==> src/rtl/program_counter_pkg.sv <==
// +--------------------------------------------------------------------------+
// | program_counter_pkg : shared address width and PC load-mode encoding      |
// | Revision 1.0                                                              |
// +--------------------------------------------------------------------------+
`default_nettype none

package program_counter_pkg;

  localparam int unsigned XLEN = 32;

  // Meaning of d_r_i when a load is requested
  typedef enum logic {
    PC_LOAD_DIRECT   = 1'b0,
    PC_LOAD_RELATIVE = 1'b1
  } pc_load_mode_e;

  function automatic bit is_pow2(input int unsigned v);
    return (v != 0) && ((v & (v - 1)) == 0);
  endfunction

endpackage

`default_nettype wire

==> src/rtl/program_counter_if.sv <==
// +--------------------------------------------------------------------------+
// | program_counter_if : control/load inputs and PC outputs of the fetch PC   |
// | Revision 1.0                                                              |
// +--------------------------------------------------------------------------+
`default_nettype none

interface program_counter_if;
  import program_counter_pkg::*;

  logic            en_i;
  logic            ld_ct_i;
  logic            d_r_i;
  logic [XLEN-1:0] ld_i;
  logic [XLEN-1:0] pc_o;
  logic            is_aligned_o;

  // Branch/jump resolution side
  modport master (
    output en_i, ld_ct_i, d_r_i, ld_i,
    input  pc_o, is_aligned_o
  );

  // The program counter itself
  modport slave (
    input  en_i, ld_ct_i, d_r_i, ld_i,
    output pc_o, is_aligned_o
  );

endinterface

`default_nettype wire

==> src/rtl/program_counter.sv <==
// +--------------------------------------------------------------------------+
// | program_counter : fetch-stage PC with stride increment and abs/rel loads  |
// | Revision 1.0                                                              |
// +--------------------------------------------------------------------------+
`default_nettype none

module program_counter
  import program_counter_pkg::*;
#(
  parameter int unsigned     INC_BY    = 4,
  parameter logic [XLEN-1:0] RESET_VAL = 32'h0000_0000
) (
  input  wire logic          clk_i,
  input  wire logic          rst_i,
  program_counter_if.slave   bus
);

  localparam logic [XLEN-1:0] C_STRIDE     = XLEN'(INC_BY);
  localparam logic [XLEN-1:0] C_ALIGN_MASK = XLEN'(INC_BY - 1);

  generate
    if (!is_pow2(INC_BY)) begin : g_bad_inc_by
      $error("program_counter: INC_BY must be a power of two");
    end
    if ((RESET_VAL & C_ALIGN_MASK) != '0) begin : g_bad_reset_val
      $error("program_counter: RESET_VAL must be aligned to INC_BY");
    end
  endgenerate

  logic [XLEN-1:0] pc_q;
  logic [XLEN-1:0] pc_d;

  // Arithmetic wraps modulo 2^XLEN; a negative offset is just two's complement
  always_comb begin
    pc_d = pc_q;
    if (bus.en_i) begin
      if (bus.ld_ct_i) begin
        if (pc_load_mode_e'(bus.d_r_i) == PC_LOAD_RELATIVE) begin
          pc_d = pc_q + bus.ld_i;
        end else begin
          pc_d = bus.ld_i;
        end
      end else begin
        pc_d = pc_q + C_STRIDE;
      end
    end
  end

  always_ff @(posedge clk_i) begin
    if (rst_i) begin
      pc_q <= RESET_VAL;
    end else begin
      pc_q <= pc_d;
    end
  end

  assign bus.pc_o         = pc_q;
  assign bus.is_aligned_o = ((pc_q & C_ALIGN_MASK) == '0);

endmodule

`default_nettype wire

==> src/flat_wrapper.sv <==
// flat-port wrapper written by rule: the top's interface ports become plain ports
module program_counter_flat import program_counter_pkg::*;
#(
  parameter int unsigned     INC_BY    = 4,
  parameter logic [XLEN-1:0] RESET_VAL = 32'h0000_0000
)
  (clk_i, rst_i, bus_en_i, bus_ld_ct_i, bus_d_r_i, bus_ld_i, bus_pc_o, bus_is_aligned_o);
  program_counter_if bus_i ();
  input  wire logic clk_i;
  input  wire logic rst_i;
  input wire logic [$bits(bus_i.en_i)-1:0] bus_en_i;
  input wire logic [$bits(bus_i.ld_ct_i)-1:0] bus_ld_ct_i;
  input wire logic [$bits(bus_i.d_r_i)-1:0] bus_d_r_i;
  input wire logic [$bits(bus_i.ld_i)-1:0] bus_ld_i;
  output wire logic [$bits(bus_i.pc_o)-1:0] bus_pc_o;
  output wire logic [$bits(bus_i.is_aligned_o)-1:0] bus_is_aligned_o;
  assign bus_i.en_i = bus_en_i;
  assign bus_i.ld_ct_i = bus_ld_ct_i;
  assign bus_i.d_r_i = bus_d_r_i;
  assign bus_i.ld_i = bus_ld_i;
  assign bus_pc_o = bus_i.pc_o;
  assign bus_is_aligned_o = bus_i.is_aligned_o;
  program_counter #(.INC_BY(INC_BY), .RESET_VAL(RESET_VAL)) u_core (.clk_i(clk_i), .rst_i(rst_i), .bus(bus_i));
endmodule
==> config.mk <==
export PLATFORM = sky130hd
export DESIGN_NAME = program_counter_flat
export DESIGN_NICKNAME = d
export VERILOG_FILES = /design/src/rtl/program_counter_pkg.sv /design/src/rtl/program_counter_if.sv /design/src/rtl/program_counter.sv /design/src/flat_wrapper.sv
export SDC_FILE = /design/constraint.sdc
export NUM_CORES = 1
export LEC_CHECK = 0
export ABC_AREA = 1
export CAP_MARGIN = 5
export CORE_MARGIN = 5
export CORE_UTILIZATION = 51
export CTS_CLUSTER_DIAMETER = 120
export DETAILED_ROUTE_END_ITERATION = 10
export HOLD_SLACK_MARGIN = 0.06
export MAX_ROUTING_LAYER = met4
export PLACE_DENSITY = 0.79
export SKIP_CTS_REPAIR_TIMING = 1
export SYNTH_ARGS = -nofsm -noshare
export SYNTH_HDL_FRONTEND = slang
export SYNTH_SLANG_ARGS = --single-unit
==> constraint.sdc <==
create_clock -name clk_i -period 1.9 [get_ports clk_i]
set_input_delay 0.38 -clock clk_i [delete_from_list [all_inputs] [get_ports clk_i]]
set_output_delay 0.38 -clock clk_i [all_outputs]
set_load 0.02 [all_outputs]
# Word-level counts from Yosys, hierarchy flattened
# Index checks and enable logic that the tools add are counted.
[totals]
regBits = 32
inputBits = 37
out_inout_bits = 33
wordCells = 6
[op_classes]
addsub = 2
n_mux = 2
reduce_logical = 1
[ops]
columns = ["op", "n"]
rows = [
  ["$mux 32", 2],
  ["$add 32x3->32 const B", 1],
  ["$add 32x32->32", 1],
  ["$logic_not 32->1", 1],
]

# Logic depth before layout (Yosys ltp)
[logic_depth]
ltp_word = 3
depth_mapped = 15
depth_no_buf = 15

# Worst setup path after synthesis
# No wires, ideal clock.
[synth_timing]
kind = "register -> register"
startpoint = "register u_core.pc_q[0] (netlist: u_core.bus.pc_o[0])"
endpoint = "register u_core.pc_q[18] (netlist: u_core.bus.pc_o[18])"
setup_ns = 0.122
arrival_time_ns = 1.855
required_ns = 1.778
setup_slack_ns = -0.077
stages_incl_launch_ff = 15
n_path_buf = 0
synth_period_minus_slack_ns = 1.977
cell_sequence = "dfxtp_1 ha_1 fa_1 nand3_1 nand2_1 nand2_1 nand2_1 nand2_1 nand2_1 nand2_1 nand2_1 nand2_1 nand2_1 o21ai_0 a21oi_1"
[synth_via]
elab_chain_cells = 3
word_cells_on_any_way = 4
cone_classes = "add/sub (2); mux (2)"
[synth_rtl]
columns = ["item", "line", "rtl"]
rows = [
  ["start: declaration", "program_counter.sv:30", "logic [XLEN-1:0] pc_q;"],
  ["start signal: assignment", "program_counter.sv:53", "pc_q <= pc_d;"],
  ["$add 32x32->32", "program_counter.sv:39", "pc_d = pc_q + bus.ld_i;"],
  ["$mux 32", "program_counter.sv:38", "if (pc_load_mode_e'(bus.d_r_i) == PC_LOAD_RELATIVE) begin"],
  ["$mux 32 *", "program_counter.sv:37", "if (bus.ld_ct_i) begin"],
]
# Every way passes the cells marked *; elsewhere a longest branch is shown, timed or not.
# A chain may end at the register's enable or synchronous reset.

# Worst setup path in the final report
[layout_timing]
startpoint = "register u_core.pc_q[6] (netlist: u_core.bus.pc_o[6])"
endpoint = "register u_core.pc_q[11] (netlist: u_core.bus.pc_o[11])"
# Same word-level chain as after synthesis.

==> impl_results.md <==
* Run status: complete, but fails checks
* Failing checks: setup timing
* Max FFs per register at 32
* DRC Markers at 0
* Power Total at 3821 uW
* Worst slew pin tran at around 0.67 ns
* Antenna violations before repair at 0
* CP max FO at 3
* Num rows at 34
* Placed wire-length estimate at around 15000 microns
* 1st-iter DRT viols at 827
* Setup ws final at -0.08038 ns
* Pwr Density at 504.1 nW/um^2
* Hold slack at 0.5312 ns
* Most frequent cells in the layout: nand2_1 (174), buf_4 (130), inv_1 (108)
* Final period util at 104.2%
* Post-Synthesis Cell Area at ~4600 sq um
* Leak Pwr at 0.003897 uW
* Final hold vios at 0
* Die area at 10950 sq um
* Number of synthesized flops with an enable pin at 0
* Max clock buf depth at 2
* CTS tree: built
* Routed vias at ~7000
* Max Fclk at 0.5050 GHz
* Commonest non-fill, non-tap cell in the layout: nand2_1
* CTS Sinks at 32
* Filler cells at 494
* Final worst path period need at between 1.5 and 2 ns
* Main flop type after synthesis: dfxtp_1
* Boundary pin count at 70
* RePlAce Congestion at 1.023
* Tot GR Track Use at 33.41%
* I/O Buffers at 69
* Yosys Warn Count at 0
* Core area at ~8700 sq um
* Count of cell types in the netlist at 36
* RSZ-0062 raised after global routing: true
* Die Y at 104.7 microns
* Yosys reg bits at 32
* Die width at 104.7 microns
* H-tree levels at 2
* Layout cells sized above 1 at 35.39%
* Asr flop ratio synth at 0%
* CP Launch Type: flip-flop
* Final setup vio count at 14
* Clock root buffer: clkbuf_8
* Clk slew on worst S/H paths at 0.09 ns
* Pre-antenna DRT Iters at 6
* VDD IR max at around 380 uV
* First-pass GRT wire length at 29460 microns
* Starting Density at 52.40%
* HP Class: in2reg
* Slew HR at 55.27%
* Seq/Total Area, Yosys at 14.02%
* Placed cell count at around 1100
* R2R setup slack at -0.08 ns
* DR vias/cell at between 6 and 7
* Worst Path Required at around 2.1 ns
* Vias in the first global route at 6177
* Clk Latency, worst-skew pair at 0.30 ns
* Grt ovf at 0
* Routed Antenna Nets at 0
* Setup CP Type: reg2reg
* Area grow syn2layout at 65.91%
* Slew Limit Fails at 0
* Worst Skew at 0.007229 ns
* Crit. End Element: flip-flop
* Synth Area per Inst at 5.414 sq um
* Final Non-Filler Cells at between 1000 and 1500
* Routed WL per cell at just under 20 microns
* Max cap viols at 0
* Cell count after synthesis at ~840
* Syn_nets at slightly above 900
* Largest net degree at the start of global routing at 31
* DRT Wirelength at 22310 microns
* Final nets at 1106
* Crit path arrival time at 2.16 ns
* Cts bufs inserted at 5
* N_diodes at 0
==> synthesized netlist by cell type, types with 3 or more instances <==
cell	instances	area, sq um
dfxtp_1	32	640.6
nand2_1	250	938.4
a21oi_1	72	360.4
nor3_1	14	70.07
ha_1	32	400.4
xnor2_1	5	43.79
clkbuf_1	19	71.32
xor2_1	22	192.7
nand3_1	47	235.2
o21bai_1	3	22.52
or2_0	3	18.77
or2_2	4	25.02
nor2_4	3	33.78
nand4_1	12	75.07
o21ai_0	58	290.3
a31oi_1	5	31.28
inv_1	114	427.9
nor2_1	121	454.2
==> report_power, final <==
group          total (uW)  internal, uW  switching [uW]
combinational        2230           965            1260
sequential            802           733            69.5
clock                 793           464             329
==> per-stage QoR <==
step / setup TNS, ns / area (sq um) / utilization, % / worst slack (ns)
CTS: -7.280 / 6386 / 73.23 / -0.4208
global route: -2.261 / 7581 / 86.93 / -0.1809
finish: -0.5524 / 7581 / 86.93 / -0.08038
floorplan: 0 / 4577 / - / 0.003203
global placement: -14.24 / 6260 / 71.78 / -0.6680
detailed placement: -15.84 / 6260 / 71.78 / -0.7155
==> cell type report <==
class / instances / area [sq um] / share of cell area [%]
multi-input cells: 676 / 4372 / 57.67
repair buffers: 205 / 1832 / 24.16
flip-flops and latches: 32 / 680.7 / 8.978
inverters: 116 / 435.4 / 5.744
well taps: 108 / 135.1 / 1.782
clock buffers: 7 / 96.34 / 1.271
clock inverters: 1 / 30.03 / 0.3961
==> worst paths after layout <==
path / from / endpoint / depth (start not counted)
worst max register to register: u_core.bus.pc_o[6] / u_core.bus.pc_o[11] / 11
worst min-delay path: bus_ld_i[28] / u_core.bus.pc_o[28] / 5
worst max-delay path: u_core.bus.pc_o[6] / u_core.bus.pc_o[11] / 11
worst min register to register: u_core.bus.pc_o[31] / u_core.bus.pc_o[31] / 4
==> critical path, cell delays in order, from the launching register on <==
cell	delay [ns]
dfxtp_2	0.35
ha_4	0.24
nand2_1	0.12
inv_1	0.08
a21oi_2	0.19
nand2_4	0.10
nand2_1	0.09
nand2_2	0.10
buf_4	0.15
xor2_1	0.14
o21ai_1	0.19
a21oi_1	0.10
==> per-layer routing <==
metal | track usage (%) | routed length [microns] | vias to the layer above
met3 | 4.994 | 2322 | 160
met5 | - | 0 | -
met4 | 12.69 | 1288 | 0
li1 | - | - | 3091
met2 | 53.94 | 10290 | 508
met1 | 42.19 | 8405 | 3117
==> cells by family (layout without fill, tap and decap cells) <==
kind of cell,after synthesis,after routing,share of synthesized area [%]
flops,32,32,14.02
simple gates,467,467,43.13
xor+xnor,27,27,5.175
buf+inv,136,329,11.25
fa+ha+maj,33,33,9.200
compound gates,149,149,17.22
Power figures use the tool's default switching activity.
